[config.mk]
export PLATFORM = sky130hd
export DESIGN_NAME = mux2_rr_arbiter_flat
export DESIGN_NICKNAME = d
export VERILOG_FILES = /design/src/rtl/arb_pkg.sv /design/src/rtl/mux2_rr_arbiter_if.sv /design/src/rtl/mux2to1_32.sv /design/src/rtl/mux2_rr_arbiter.sv /design/src/flat_wrapper.sv
export SDC_FILE = /design/constraint.sdc
export NUM_CORES = 1
export LEC_CHECK = 0
export BUFFER_PORTS_ARGS = -buffer_cell sky130_fd_sc_hd__buf_4
export CAP_MARGIN = 40
export CORE_MARGIN = 2
export CORE_UTILIZATION = 35
export CTS_BUF_LIST = sky130_fd_sc_hd__clkbuf_2 sky130_fd_sc_hd__clkbuf_4 sky130_fd_sc_hd__clkbuf_8
export CTS_CLUSTER_DIAMETER = 200
export DETAILED_ROUTE_END_ITERATION = 10
export GPL_ROUTABILITY_DRIVEN = 0
export GPL_TIMING_DRIVEN = 0
export PLACE_DENSITY_LB_ADDON = 0.05
export SLEW_MARGIN = 10
export SYNTH_ARGS = -nofsm -noshare
export SYNTH_HDL_FRONTEND = slang
export SYNTH_SLANG_ARGS = --single-unit
[constraint.sdc]
create_clock -name clk -period 2.9 [get_ports clk]
set_input_delay 0.58 -clock clk [delete_from_list [all_inputs] [get_ports clk]]
set_output_delay 0.58 -clock clk [all_outputs]
set_load 0.03 [all_outputs]
[src/rtl/arb_pkg.sv]
// Shared types and constants for the two-source round-robin arbiter.
package arb_pkg;

   localparam int DATA_W = 32;

   typedef enum logic {
      SRC_A = 1'b0,
      SRC_B = 1'b1
   } src_e;

endpackage

[src/rtl/mux2_rr_arbiter_if.sv]
// Producer/consumer handshake bundle around the arbiter.
interface mux2_rr_arbiter_if;
   import arb_pkg::*;

   logic              a_valid;
   logic [DATA_W-1:0] a_data;
   logic              a_ready;
   logic              b_valid;
   logic [DATA_W-1:0] b_data;
   logic              b_ready;
   logic              out_valid;
   logic [DATA_W-1:0] out_data;
   logic              out_src;
   logic              out_ready;

   modport master (
      output a_valid, a_data,
      output b_valid, b_data,
      output out_ready,
      input  a_ready, b_ready,
      input  out_valid, out_data, out_src
   );

   modport slave (
      input  a_valid, a_data,
      input  b_valid, b_data,
      input  out_ready,
      output a_ready, b_ready,
      output out_valid, out_data, out_src
   );

endinterface

[src/rtl/mux2to1_32.sv]
// 32-bit 2-to-1 select: sel=0 passes a, sel=1 passes b.
module mux2to1_32 (
   input  logic [31:0] a,
   input  logic [31:0] b,
   input  logic        sel,
   output logic [31:0] y
);

   assign y = sel ? b : a;

endmodule

[src/rtl/mux2_rr_arbiter.sv]
// Round-robin arbiter for two producers sharing one mux and a
// single registered output stage, with saturating grant counters.
module mux2_rr_arbiter
   import arb_pkg::*;
#(
   parameter int CNT_W = 16
) (
   input  logic             clk,
   input  logic             rst,
   mux2_rr_arbiter_if.slave bus,
   input  logic             cnt_clr,
   output logic [CNT_W-1:0] cnt_a,
   output logic [CNT_W-1:0] cnt_b
);

   localparam logic [CNT_W-1:0] CNT_MAX = {CNT_W{1'b1}};

   src_e              grant;
   src_e              last_grant;
   src_e              src_q;
   logic              valid_q;
   logic [DATA_W-1:0] data_q;
   logic [DATA_W-1:0] mux_y;
   logic              can_load;
   logic              xfer_a;
   logic              xfer_b;

   assign can_load = !valid_q || bus.out_ready;

   // Contention goes to whoever did not win the last transfer.
   always_comb begin
      grant = SRC_A;
      if (bus.a_valid && bus.b_valid) begin
         grant = (last_grant == SRC_A) ? SRC_B : SRC_A;
      end else if (bus.b_valid) begin
         grant = SRC_B;
      end
   end

   assign xfer_a = !rst && can_load && bus.a_valid
                   && (grant == SRC_A);
   assign xfer_b = !rst && can_load && bus.b_valid
                   && (grant == SRC_B);

   assign bus.a_ready = xfer_a;
   assign bus.b_ready = xfer_b;

   mux2to1_32 u_mux (
      .a   (bus.a_data),
      .b   (bus.b_data),
      .sel (grant),
      .y   (mux_y)
   );

   always_ff @(posedge clk) begin
      if (rst) begin
         valid_q    <= 1'b0;
         data_q     <= '0;
         src_q      <= SRC_A;
         last_grant <= SRC_B;
      end else if (xfer_a || xfer_b) begin
         valid_q    <= 1'b1;
         data_q     <= mux_y;
         src_q      <= grant;
         last_grant <= grant;
      end else if (bus.out_ready) begin
         valid_q <= 1'b0;
      end
   end

   always_ff @(posedge clk) begin
      if (rst || cnt_clr) begin
         cnt_a <= '0;
         cnt_b <= '0;
      end else begin
         if (xfer_a && cnt_a != CNT_MAX) begin
            cnt_a <= cnt_a + CNT_W'(1);
         end
         if (xfer_b && cnt_b != CNT_MAX) begin
            cnt_b <= cnt_b + CNT_W'(1);
         end
      end
   end

   assign bus.out_valid = valid_q;
   assign bus.out_data  = data_q;
   assign bus.out_src   = src_q;

endmodule

[src/flat_wrapper.sv]
// flat-port wrapper written by rule: the top's interface ports become plain ports
module mux2_rr_arbiter_flat import arb_pkg::*;
#(
   parameter int CNT_W = 16
)
  (clk, rst, cnt_clr, cnt_a, cnt_b, bus_a_valid, bus_a_data, bus_b_valid, bus_b_data, bus_out_ready, bus_a_ready, bus_b_ready, bus_out_valid, bus_out_data, bus_out_src);
  mux2_rr_arbiter_if bus_i ();
  input  logic clk;
  input  logic rst;
  input  logic cnt_clr;
  output logic [CNT_W-1:0] cnt_a;
  output logic [CNT_W-1:0] cnt_b;
  input wire logic [$bits(bus_i.a_valid)-1:0] bus_a_valid;
  input wire logic [$bits(bus_i.a_data)-1:0] bus_a_data;
  input wire logic [$bits(bus_i.b_valid)-1:0] bus_b_valid;
  input wire logic [$bits(bus_i.b_data)-1:0] bus_b_data;
  input wire logic [$bits(bus_i.out_ready)-1:0] bus_out_ready;
  output wire logic [$bits(bus_i.a_ready)-1:0] bus_a_ready;
  output wire logic [$bits(bus_i.b_ready)-1:0] bus_b_ready;
  output wire logic [$bits(bus_i.out_valid)-1:0] bus_out_valid;
  output wire logic [$bits(bus_i.out_data)-1:0] bus_out_data;
  output wire logic [$bits(bus_i.out_src)-1:0] bus_out_src;
  assign bus_i.a_valid = bus_a_valid;
  assign bus_i.a_data = bus_a_data;
  assign bus_i.b_valid = bus_b_valid;
  assign bus_i.b_data = bus_b_data;
  assign bus_i.out_ready = bus_out_ready;
  assign bus_a_ready = bus_i.a_ready;
  assign bus_b_ready = bus_i.b_ready;
  assign bus_out_valid = bus_i.out_valid;
  assign bus_out_data = bus_i.out_data;
  assign bus_out_src = bus_i.out_src;
  mux2_rr_arbiter #(.CNT_W(CNT_W)) u_core (.clk(clk), .rst(rst), .bus(bus_i), .cnt_clr(cnt_clr), .cnt_a(cnt_a), .cnt_b(cnt_b));
endmodule
==> parameters.txt <==
Parameter                              Value

Outcome
  Result of the run ... complete, no violations

Global routing
  Vias in the first global route ... 2,998
  Maximum number of pins on one net before global-route repair ... 11
  Number of antenna violations at the first check in global routing ... 0
  Total global routing overflow ... 0
  Combined global-route utilization of all metal layers ... 17.89%
  Global-route wire length before repair ... 14,190 um

Die
  Floorplan die area ... 9657 um2
  Initial Utilization ... 35.84%
  Core region area ... 8678 um2
  Boundary pin count ... 138
  Vertical extent of the die ... 98.27 um
  Die width ... 98.27 um
  Site Rows ... 34

Setup path
  Crit path launch type ... primary input
  R2R Path Start ... u_core.cnt_b[0]
  Critical path origin ... bus_b_valid
  Critical path start-end classification ... in -> out
  Arrival time at the worst endpoint ... 1.80 ns
  Required time reported for the critical path endpoint ... 2.32 ns
  Largest fanout of any net on the critical path ... 10
  Kind of end point of the critical path ... output port

Timing
  Total Neg Setup Slack ... 0 ns
  Number of endpoints with negative hold slack in the final report ... 0
  Highest Clock Rate ... 0.4195 GHz
  Final critical-path required period ... 2.384 ns
  Part of the cycle the worst path needs ... 82.20%
  Post-route clock skew ... 0.009717 ns
  Final slew viol count ... 0
  Final setup violation count ... 0
  Least-Margin Pin Slew ... 0.9013 ns
  RSZ-0062 raised after global routing ... no
  Worst slew margin relative to its limit ... 39.41%

Route
  DRC violation count after routing ... 0
  Post-detailed-route wirelength per cell ... 13.61 um
  Vias ... 3,250
  Number of iterations in the first detailed-routing pass ... 4
  Count of routing violations after the opening detailed-route iteration ... 90
  WL final ... 8752 um
  Final ANT Viol Nets ... 0
  DR vias/cell ... 5.054

Finish
  FILL cells ... 873
  Final cell count without fillers ... 643
  Final std cell area, no fill ... 4469 um2
  Area Growth Syn to Fin ... 43.68%
  Final core utilization ... 51.50%
  Number of nets in the layout ... 602
  Number of antenna repair diodes ... 0
  Fraction of final layout cells sized beyond drive strength 1 ... 31.21%

Synthesis
  Number of flops mapped to enable cells by yosys ... 0
  Post-Syn Nets ... 453
  Post-synth design cell area ... 3110 um2
  Synth top cells by count ... nand2_1 (75), dfxtp_1 (67), nor2_1 (67)
  Fraction of the yosys area taken by sequential cells ... 43.12%
  Post-Synthesis Cells ... 381
  Distinct cells, synth ... 39
  FFs w/ async S/R, synth ... 0%
  Yosys warning count ... 0
  Top area cells in the synthesized netlist ... dfxtp_1 (43%), nand2_1 (9.1%), a311oi_1 (9.0%)
  Average instance area after synthesis ... 8.164 um2
  Synth Flop Type ... dfxtp_1
  Post-synthesis sequential element count ... 67
  Fraction of synthesized cell area taken by the top area cell type ... 43.12%
  Most numerous cell in the Yosys netlist ... nand2_1
  Largest area contributor in the netlist ... dfxtp_1

Clock tree
  Number of buffers inserted to repair setup after CTS ... 0
  Clock latency reported for the late side of the worst-skew pair ... 0.33 ns
  Clk root buf ... clkbuf_8
  H-tree level count ... 3
  Number of resized instances in the post-cts repair step ... 0
  Cts bufs inserted ... 9
  CTS tree ... built
  Number of buffers inserted for hold repair after clock tree synthesis ... 0
  Clock buffer depth ... 2
  Number of clock sinks ... 67
  Clock-pin slew on the worst setup and hold paths ... 0.07 ns

Placed design
  Placement Cell Area ... 4285 um2
  Number of instances in the placed design ... 627
  Dpl hpwl ... 6503 um
  PortBufs ... 137

Run
  Max cap viols ... 0

Hold path
  Worst hold-check path type ... reg -> reg
  Startpoint of the most critical hold path ... u_core.bus.out_data[3]

Power and ir drop
  Power per cell area ... 471.9 nW/um2
  Power Total ... 0.002109 W
  Worst vdd rail ir drop ... 223.5 uV
  Leakage power ... 1.849 nW
==> report_power, final <==
group	internal (W)	total [W]	switching [W]
clock network	0.000384	0.000730	0.000346
logic	0.000170	0.000393	0.000224
registers	0.000962	0.000986	0.0000243
==> stage by stage <==
stage | hold slack, ns | setup WS [ns]
floorplan | 0.5015 | 0.7321
global placement | 0.4859 | 0.5188
detailed placement | 0.4939 | 0.5261
CTS | 0.4884 | 0.5233
global route | 0.4933 | 0.4529
finish | 0.4983 | 0.5161
==> final cells by class <==
class	count	area (um2)	area share (%)
multi-input cells	288	1649	36.90
flip-flops and latches	67	1341	30.01
repair buffers	138	1040	23.26
clock buffers	14	173.9	3.891
well taps	108	135.1	3.024
plain buffers	23	108.9	2.436
inverters	3	11.26	0.2520
clock inverters	2	10.01	0.2240
==> path summary, 6_finish.rpt <==
| check | depth (start not counted) | end | slack, ns |
|---|---|---|---|
| worst min register to register | 2 | u_core.bus.out_data[3] | 0.50 |
| worst max register to register | 6 | u_core.cnt_b[11] | 0.77 |
| worst min-delay path | 2 | u_core.bus.out_data[3] | 0.50 |
| worst max-delay path | 6 | bus_a_ready | 0.52 |
==> cell families (layout without fill, tap and decap cells) <==
logic type | Yosys count | in the layout | share of synthesized area (%)
XOR/XNOR | 25 | 25 | 7.039
buffers and inverters | 26 | 180 | 3.861
AND/OR/NAND/NOR | 213 | 213 | 32.70
flip-flops | 67 | 67 | 43.12
AO/OA/AOI/OAI | 47 | 47 | 12.15
multiplexers | 1 | 1 | 0.3218
adder cells (fa/ha/maj) | 2 | 2 | 0.8044
==> registers in the layout (all words and copies together) (netlist names) <==
name                  cells
u_core.bus.out_data      32
u_core.cnt_a             16
u_core.cnt_b             16
u_core.bus.out_src        1
u_core.bus.out_valid      1
u_core.last_grant         1
==> layout by cell type, fill, tap and decap left out, types with 11 or more instances in the layout <==
cell type	Yosys	layout
clkbuf_1	20	20
xnor2_1	17	17
nand2_1	75	75
a311oi_1	32	32
nand4_1	13	13
clkbuf_8	0	11
buf_4	0	137
nor4_1	11	11
nor2_1	67	67
dfxtp_1	67	67
==> layer usage <==
layer	track usage (%)	up-vias	wire, um
met5	0	-	0
met4	6.112	0	112
met3	6.729	10	673
met2	28.66	94	4023
met1	22.23	1498	3941
li1	-	1648	-
==> worst max-delay path: stages <==
cell and delay, ns:
buf_4 0.12, nor2b_1 0.15, or4b_4 0.52, buf_6 0.17
inv_1 0.09, buf_4 0.17
Note: power is estimated with default switching activity, not from simulation.
